### config.mk
export PLATFORM = sky130hd
export DESIGN_NAME = dflow_tuple_extractor
export DESIGN_NICKNAME = d
export VERILOG_FILES = /design/src/rtl/dflow_tuple_extractor.sv
export SDC_FILE = /design/constraint.sdc
export NUM_CORES = 2
export LEC_CHECK = 0
export CELL_PAD_IN_SITES_DETAIL_PLACEMENT = 1
export CELL_PAD_IN_SITES_GLOBAL_PLACEMENT = 1
export CORE_MARGIN = 2
export CORE_UTILIZATION = 42
export DETAILED_ROUTE_END_ITERATION = 7
export PLACE_DENSITY = 0.77
export SLEW_MARGIN = 30
export SYNTH_ARGS = -nofsm -noshare
export SYNTH_HDL_FRONTEND = slang
export SYNTH_SLANG_ARGS = --single-unit
export TNS_END_PERCENT = 100
### constraint.sdc
create_clock -name ACLK -period 15.82 [get_ports ACLK]
set_input_delay 3.164 -clock ACLK [delete_from_list [all_inputs] [get_ports ACLK]]
set_output_delay 3.164 -clock ACLK [all_outputs]
set_load 0.005 [all_outputs]
### src/rtl/dflow_tuple_extractor.sv
// dflow_tuple_extractor: snoops the SBUS packet stream, captures the first
// 64 header bytes of each packet and emits one IPv4 5-tuple flow record per
// packet through a first-word-fall-through FIFO.
//   ACLK, ARESET         clock, synchronous active-high reset
//   S_SBUS_*             ingress beat (valid/data/keep/ctl), no backpressure
//   M_SBUS_*             registered 1-cycle copy of S_SBUS_*
//   M_TUPLE_VALID/READY  FIFO not-empty / consumer pop
//   M_TUPLE_DATA         {SIP, DIP, SPORT, DPORT, PROTO}
//   M_TUPLE_LEN          frame length in bytes (IP total length + L2 header)
//   M_TUPLE_FLAGS        {vlan, l4_valid, ip_opt, 1'b0}
//   DROP_CNT             saturating count of tuples lost to a full FIFO
module dflow_tuple_extractor #(
  parameter int TDATA_WIDTH = 256,
  parameter int FIFO_DEPTH  = 8,
  parameter int VLAN_EN     = 1
) (
  input  logic                     ACLK,
  input  logic                     ARESET,
  input  logic                     S_SBUS_VALID,
  input  logic [TDATA_WIDTH-1:0]   S_SBUS_TDATA,
  input  logic [TDATA_WIDTH/8-1:0] S_SBUS_TKEEP,
  input  logic [7:0]               S_SBUS_CTL,
  output logic                     M_SBUS_VALID,
  output logic [TDATA_WIDTH-1:0]   M_SBUS_TDATA,
  output logic [TDATA_WIDTH/8-1:0] M_SBUS_TKEEP,
  output logic [7:0]               M_SBUS_CTL,
  output logic                     M_TUPLE_VALID,
  input  logic                     M_TUPLE_READY,
  output logic [103:0]             M_TUPLE_DATA,
  output logic [16:0]              M_TUPLE_LEN,
  output logic [3:0]               M_TUPLE_FLAGS,
  output logic [31:0]              DROP_CNT
);

  localparam int AW   = $clog2(FIFO_DEPTH);
  localparam int RW   = 104 + 17 + 4;
  localparam bit WIDE = (TDATA_WIDTH == 512);

  typedef enum logic [1:0] {IDLE, HDR, BODY} state_t;

  state_t         state, state_nxt;
  logic           cap0, cap1, commit_nxt, commit;
  logic [511:0]   hdr;

  // ---------------- passthrough ----------------
  always_ff @(posedge ACLK) begin
    if (ARESET) begin
      M_SBUS_VALID <= 1'b0;
      M_SBUS_TDATA <= '0;
      M_SBUS_TKEEP <= '0;
      M_SBUS_CTL   <= '0;
    end else begin
      M_SBUS_VALID <= S_SBUS_VALID;
      M_SBUS_TDATA <= S_SBUS_TDATA;
      M_SBUS_TKEEP <= S_SBUS_TKEEP;
      M_SBUS_CTL   <= S_SBUS_CTL;
    end
  end

  // ---------------- capture FSM ----------------
  always_ff @(posedge ACLK) begin
    if (ARESET) begin
      state  <= IDLE;
      commit <= 1'b0;
    end else begin
      state  <= state_nxt;
      commit <= commit_nxt;
    end
  end

  // Any SOP restarts capture from whatever state we are in, which is what
  // makes an unterminated packet abort silently.
  always_comb begin
    state_nxt  = state;
    cap0       = 1'b0;
    cap1       = 1'b0;
    commit_nxt = 1'b0;
    if (S_SBUS_VALID) begin
      case (S_SBUS_CTL)
        8'hFF: begin
          cap0      = 1'b1;
          state_nxt = WIDE ? BODY : HDR;
        end
        8'h03: begin
          state_nxt = IDLE;
          if (WIDE) begin
            cap0       = 1'b1;
            commit_nxt = 1'b1;
          end
        end
        8'hFE: begin
          if (state == HDR) begin
            cap1      = 1'b1;
            state_nxt = BODY;
          end
        end
        8'h01: begin
          if (state == BODY) commit_nxt = 1'b1;
          state_nxt = IDLE;
        end
        default: ;
      endcase
    end
  end

  // The second-beat slice is only ever enabled at 256 bits; at 512 it is
  // harmlessly sized from the top of the beat.
  always_ff @(posedge ACLK) begin
    if (cap0) hdr[511 -: TDATA_WIDTH] <= S_SBUS_TDATA;
    if (cap1) hdr[255:0] <= S_SBUS_TDATA[TDATA_WIDTH-1 -: 256];
  end

  // ---------------- parser ----------------
  // A VLAN tag is removed by shifting the buffer left 4 bytes so every
  // field sits at its untagged position.
  logic           vlan, is_ipv4, l4, unused_hdr_bits;
  logic [511:0]   hdr_s;
  logic [3:0]     ihl;
  logic [7:0]     proto;
  logic [15:0]    tot_len;
  logic [16:0]    frame_len;
  logic [RW-1:0]  rec;

  assign vlan      = (VLAN_EN != 0) && (hdr[415:400] == 16'h8100);
  assign hdr_s     = vlan ? (hdr << 32) : hdr;
  assign is_ipv4   = (hdr_s[415:400] == 16'h0800);
  assign ihl       = hdr_s[395:392];
  assign tot_len   = hdr_s[383:368];
  assign proto     = hdr_s[327:320];
  assign l4        = ((proto == 8'd6) || (proto == 8'd17)) && (ihl == 4'd5);
  assign frame_len = {1'b0, tot_len} + (vlan ? 17'd18 : 17'd14);
  assign rec       = {hdr_s[303:272], hdr_s[271:240],
                      l4 ? hdr_s[239:224] : 16'h0000,
                      l4 ? hdr_s[223:208] : 16'h0000,
                      proto, frame_len,
                      vlan, l4, (ihl != 4'd5), 1'b0};
  assign unused_hdr_bits = ^hdr_s;

  // ---------------- tuple FIFO ----------------
  logic [RW-1:0]  mem [FIFO_DEPTH];
  logic [AW-1:0]  wr_ptr, rd_ptr;
  logic [AW:0]    count;
  logic           empty, full, pop, push_req, push, drop;
  logic [31:0]    drop_cnt;

  assign empty    = (count == '0);
  assign full     = (count == (AW+1)'(FIFO_DEPTH));
  assign pop      = !empty && M_TUPLE_READY;
  assign push_req = commit && is_ipv4;
  assign push     = push_req && (!full || pop);
  assign drop     = push_req && full && !pop;

  always_ff @(posedge ACLK) begin
    if (ARESET) begin
      wr_ptr   <= '0;
      rd_ptr   <= '0;
      count    <= '0;
      drop_cnt <= '0;
    end else begin
      if (push) wr_ptr <= wr_ptr + 1'b1;
      if (pop)  rd_ptr <= rd_ptr + 1'b1;
      case ({push, pop})
        2'b10:   count <= count + 1'b1;
        2'b01:   count <= count - 1'b1;
        default: ;
      endcase
      if (drop && (drop_cnt != '1)) drop_cnt <= drop_cnt + 1'b1;
    end
  end

  always_ff @(posedge ACLK) begin
    if (push) mem[wr_ptr] <= rec;
  end

  // Read data is masked while empty so the outputs are all-zero after reset.
  assign M_TUPLE_VALID = !empty;
  assign {M_TUPLE_DATA, M_TUPLE_LEN, M_TUPLE_FLAGS} = empty ? '0 : mem[rd_ptr];
  assign DROP_CNT      = drop_cnt;

endmodule
; ---- Word-level counts from Yosys, hierarchy flattened
; Memories as Yosys holds them, arrays and structs flattened. A register that Yosys moved wholly into a read port is not among the register bits.
; Index checks and enable logic that the tools add are counted.
[word_totals]
in_bits = 300
output_inout_bits = 455
memories = 1
ramBits = 992
ff_bits = 758
word_cells = 74
[op_classes]
n_reduce_logical = 18
bitwise = 2
add_sub_neg = 6
eq_ne = 17
mux = 18
[mem_list]
columns = memory, words, word_bits, read_ports, rd_clocked_by_memory_dff, write_ports, line_no
row1 = mem, 8, 124, 1, 1, 1, 140  ; logic [RW-1:0] mem [FIFO_DEPTH];
[op_table]
columns = op, n
row1 = $mux W416, 1
row2 = $mux W125, 1
row3 = $add A32 B1 Y32 const B, 1
row4 = $mux W16, 2
row5 = $ne A32 B32 Y1 const B, 1
row6 = $add A16 B5 Y17, 1
row7 = $eq A16 B12 Y1 const B, 1
row8 = $eq A16 B16 Y1 const B, 1
row9 = $eq A8 B8 Y1 const B, 2
row10 = $eq A8 B1 Y1 const B, 1
row11 = $eq A8 B2 Y1 const B, 1
row12 = $eq A8 B3 Y1 const B, 1
row13 = $eq A8 B5 Y1 const B, 1
row14 = $mux W1, 8
row15 = $pmux W4 S2, 1
row16 = $logic_and A1 B1 Y1, 7
row17 = $add A3 B1 Y3 const B, 2
row18 = $mux W3, 2
row19 = $pmux W2 S3, 1
row20 = $mux W5, 1
row21 = $add A4 B1 Y4 const B, 1
row22 = $eq A2 B1 Y1 const B, 2
row23 = $eq A2 B2 Y1 const B, 2
row24 = $eq A4 B3 Y1 const B, 1
row25 = other kinds (14), 18

; ---- Depth between registers and ports, before layout
[depth]
depth_word = 7
depth_mapped = 14
depth_no_buf = 12

; ---- Worst setup path after synthesis
; No wires, ideal clock.
[synth_timing]
kind = in2reg
start = in M_TUPLE_READY
end = mem mem[0][0] in the netlist's numbering (enable)
slack_ps = -237
t_arrival_ps = 15146
t_required_ps = 14908
setup_ps = 912
path_buffers = 0
cell_stages = 3
path_cell_list = nand3b_1 nand3_1 nor4_1
[synth_via]
elab_chain_len = 5
[synth_lines]
columns = item, line_no
row1 = "start, declared", 28  ; input logic M_TUPLE_READY,
row2 = $logic_and A1 B1 Y1, 148  ; assign pop = !empty && M_TUPLE_READY;
row3 = $logic_or A1 B1 Y1, 150  ; assign push = push_req && (!full || pop);
row4 = $logic_and A1 B1 Y1, 150
row5 = $mux W1, 172  ; if (push) mem[wr_ptr] <= rec;
row6 = $mux W1 (implied by the code), 172
row7 = "end, declared", 140
; No other way between the ends.

==> metrics.cfg <==
[worst_setup_path]
startpoint_type=flip-flop
worstPathArrival_ns=4.84
end_kind=output port
required_ns=12.66
crit_type=flip-flop to output port
cp_max_fo=104
reg2reg_slack_ns=10.33

[routing]
drc=0
drt_first_iter_violations=2665
firstDrtPassIters=5
vias=31200
viasPerCell=5.35
wirelength_um=170000
ant_nets=0
wl_per_cell_um=29.1

[power]
irDropWorstVdd_mv=0.106
p_leak_nw=23.5
power.density_nw_per_um2=118
power.total_mw=8.40

[floorplanning]
initial_core_util_pct=42.4
io_pins=755
dieArea_um2=136000
die_width_um=369
core_area_um2=132000
rows=133
die_h_um=369

[yosys]
yosysMostFrequentCell=edfxtp_1
yosys.cell_types.count=59
synth_top_area_share_pct=63.7
synth-seq-cells=1529
netlist_area_um2=55800
ys.flop_type=edfxtp_1
yosysWarnings=0
yosys.area.top_type=edfxtp_1
synth_area_leaders=edfxtp_1 64%, dfxtp_1 12%, mux4_2 10%
avgSynthCellArea_um2=17.7
seq_area_frac_synth_pct=76.1
synth.net_count=3451
synth_commonest_cells=1184 x edfxtp_1, 345 x dfxtp_1, 304 x nand2_1, 304 x nor2b_1, 248 x mux4_2
synth-async-reset-ratio_pct=0
synth_edf_count=1184
syn-instance-count=3144

[clocking]
ctsHoldBuffers=0
cts-resized-gates=0
cts_tree=built
cts_post_setup_buffers_inserted=0
root_buffer=clkbuf_16
cts_buffers=161
cts.clk_slew.worst_paths_ns=0.06
cts_buffer_depth=3
clkLatencyLatePin_ns=0.80
htree_levels=4
clock-sinks=1529

[timing]
finalSetupViolCount=0
tns_ns=0
slew_violations=0
relSlewSlack_pct=27.4
finClkSkew_ns=0.0382
fin_hold_ws_ns=0.480
fmaxAchievable_mhz=125
fin_crit_ns=8.01
setup_ws_ns=7.81
final-hold-violation-count=0
rsz0062_at_grt=false
final.period_utilization_pct=50.6
max_slew.worst_pin.slew_ns=1.09

[grt]
grt_max_degree=125
overflow=0
grt_pass1_wl_um=240000
antenna_found_initial=32
grt_usage_pct=24.8
grt_pass1_vias=33100

[layout]
ff_latch_area_um2=42500
area_growth_pct=27.1
fin_nets=4244
fillers=12100
multi_input_area_um2=12700
drive_above_1_share_pct=14.6

[placed_design]
dp_hpwl_um=108000
port_buffers=753
pre_cts_slack_ns=8.48
place_congestion=0.811

[outcome]
status=finished, final reports clean

[job]
drv_cap=0

[hold_path]
holdCritPathClass=flip-flop to flip-flop

-- layout make-up --
cell class | instances | area share, %
clock inverter | 93 | 1.37
multi-input combinational | 1443 | 18.0
antenna | 7 | 0.0247
timing repair buffer | 788 | 11.4
clock buffer | 207 | 6.22
sequential | 1529 | 59.9
tap | 1755 | 3.10
inverter | 14 | 0.0812
-- cell usage in the layout, fill, tap and decap left out, types with 8 or more instances in the layout --
| cell | n |
|---|---|
| a21oi_1 | 41 |
| a21oi_2 | 29 |
| buf_12 | 14 |
| buf_4 | 15 |
| bufinv_16 | 13 |
| clkbuf_1 | 32 |
| clkbuf_16 | 167 |
| clkbuf_8 | 8 |
| clkdlybuf4s50_1 | 752 |
| clkinv_1 | 24 |
| clkinv_2 | 29 |
| dfxtp_1 | 342 |
| edfxtp_1 | 1184 |
| inv_1 | 12 |
| inv_6 | 9 |
| mux2_2 | 13 |
| mux2i_1 | 134 |
| mux4_2 | 248 |
| nand2_1 | 304 |
| nand3_1 | 19 |
| nand4_1 | 17 |
| nor2_1 | 164 |
| nor2b_1 | 304 |
| nor3_1 | 9 |
| o21ai_0 | 26 |
| or3_1 | 22 |
| or4_1 | 9 |
| xnor2_1 | 9 |
| xor2_1 | 16 |
-- routing by layer --
| metal | part of all wire, % | up-vias | wire length, um | global-route usage, % |
|---|---|---|---|---|
| li1 | - | 13500 | - | - |
| met1 | 38 | 16100 | 63900 | 30.7 |
| met2 | 49 | 1415 | 83100 | 40.8 |
| met3 | 9.6 | 257 | 16400 | 7.63 |
| met4 | 3.9 | 10 | 6570 | 9.64 |
| met5 | 0.034 | - | 57 | 0 |
-- registers in the layout (all words and copies together), names as in the netlist, 2 cells and up, named ones only --
register	count
M_SBUS_TKEEP	32
hdr	192
wr_ptr	3
state	2
DROP_CNT	32
rd_ptr	3
mem	992
M_SBUS_CTL	8
count	4
M_SBUS_TDATA	256
-- critical path, stage by stage (launching register included) --
cell and delay, ns:
dfxtp_4 0.76, buf_12 0.44, buf_16 0.45, buf_12 0.72, mux4_2 0.61, mux2i_1 0.41, nor2_1 0.08, clkdlybuf4s50_1 0.48
-- logic make-up after synthesis --
family	count (synthesis)	synth area share (%)
AO/OA/AOI/OAI	118	1.37
XOR/XNOR	25	0.392
adder cells (fa/ha/maj)	7	0.170
AND/OR/NAND/NOR	894	8.01
buffers and inverters	172	1.23
flip-flops	1529	76.1
multiplexers	398	12.7
other	1	0.00672
-- report_power, final --
part	internal (mW)	switching (mW)	total, mW
clock	2.20	1.62	3.83
combinational	0.152	0.0909	0.243
sequential	4.32	0.0150	4.33
total	6.67	1.73	8.40
-- per-stage QoR --
step	instance area, um^2	util (%)	instances
floorplan	55800	-	3144
global placement	65400	49.7	5523
detailed placement	65400	49.7	5526
CTS	70800	53.8	5826
global route	70900	53.9	5833
finish	70900	53.9	5836
-- worst paths after layout --
| path | start | cells after the start | end |
|---|---|---|---|
| max reg2reg | hdr[400] | 10 | mem[1][44] |
| min | rd_ptr[1] | 2 | flip-flop |
| min reg2reg | rd_ptr[1] | 2 | flip-flop |
| max | flip-flop | 7 | M_TUPLE_DATA[4] |
Note: power is estimated with default switching activity, not from simulation.
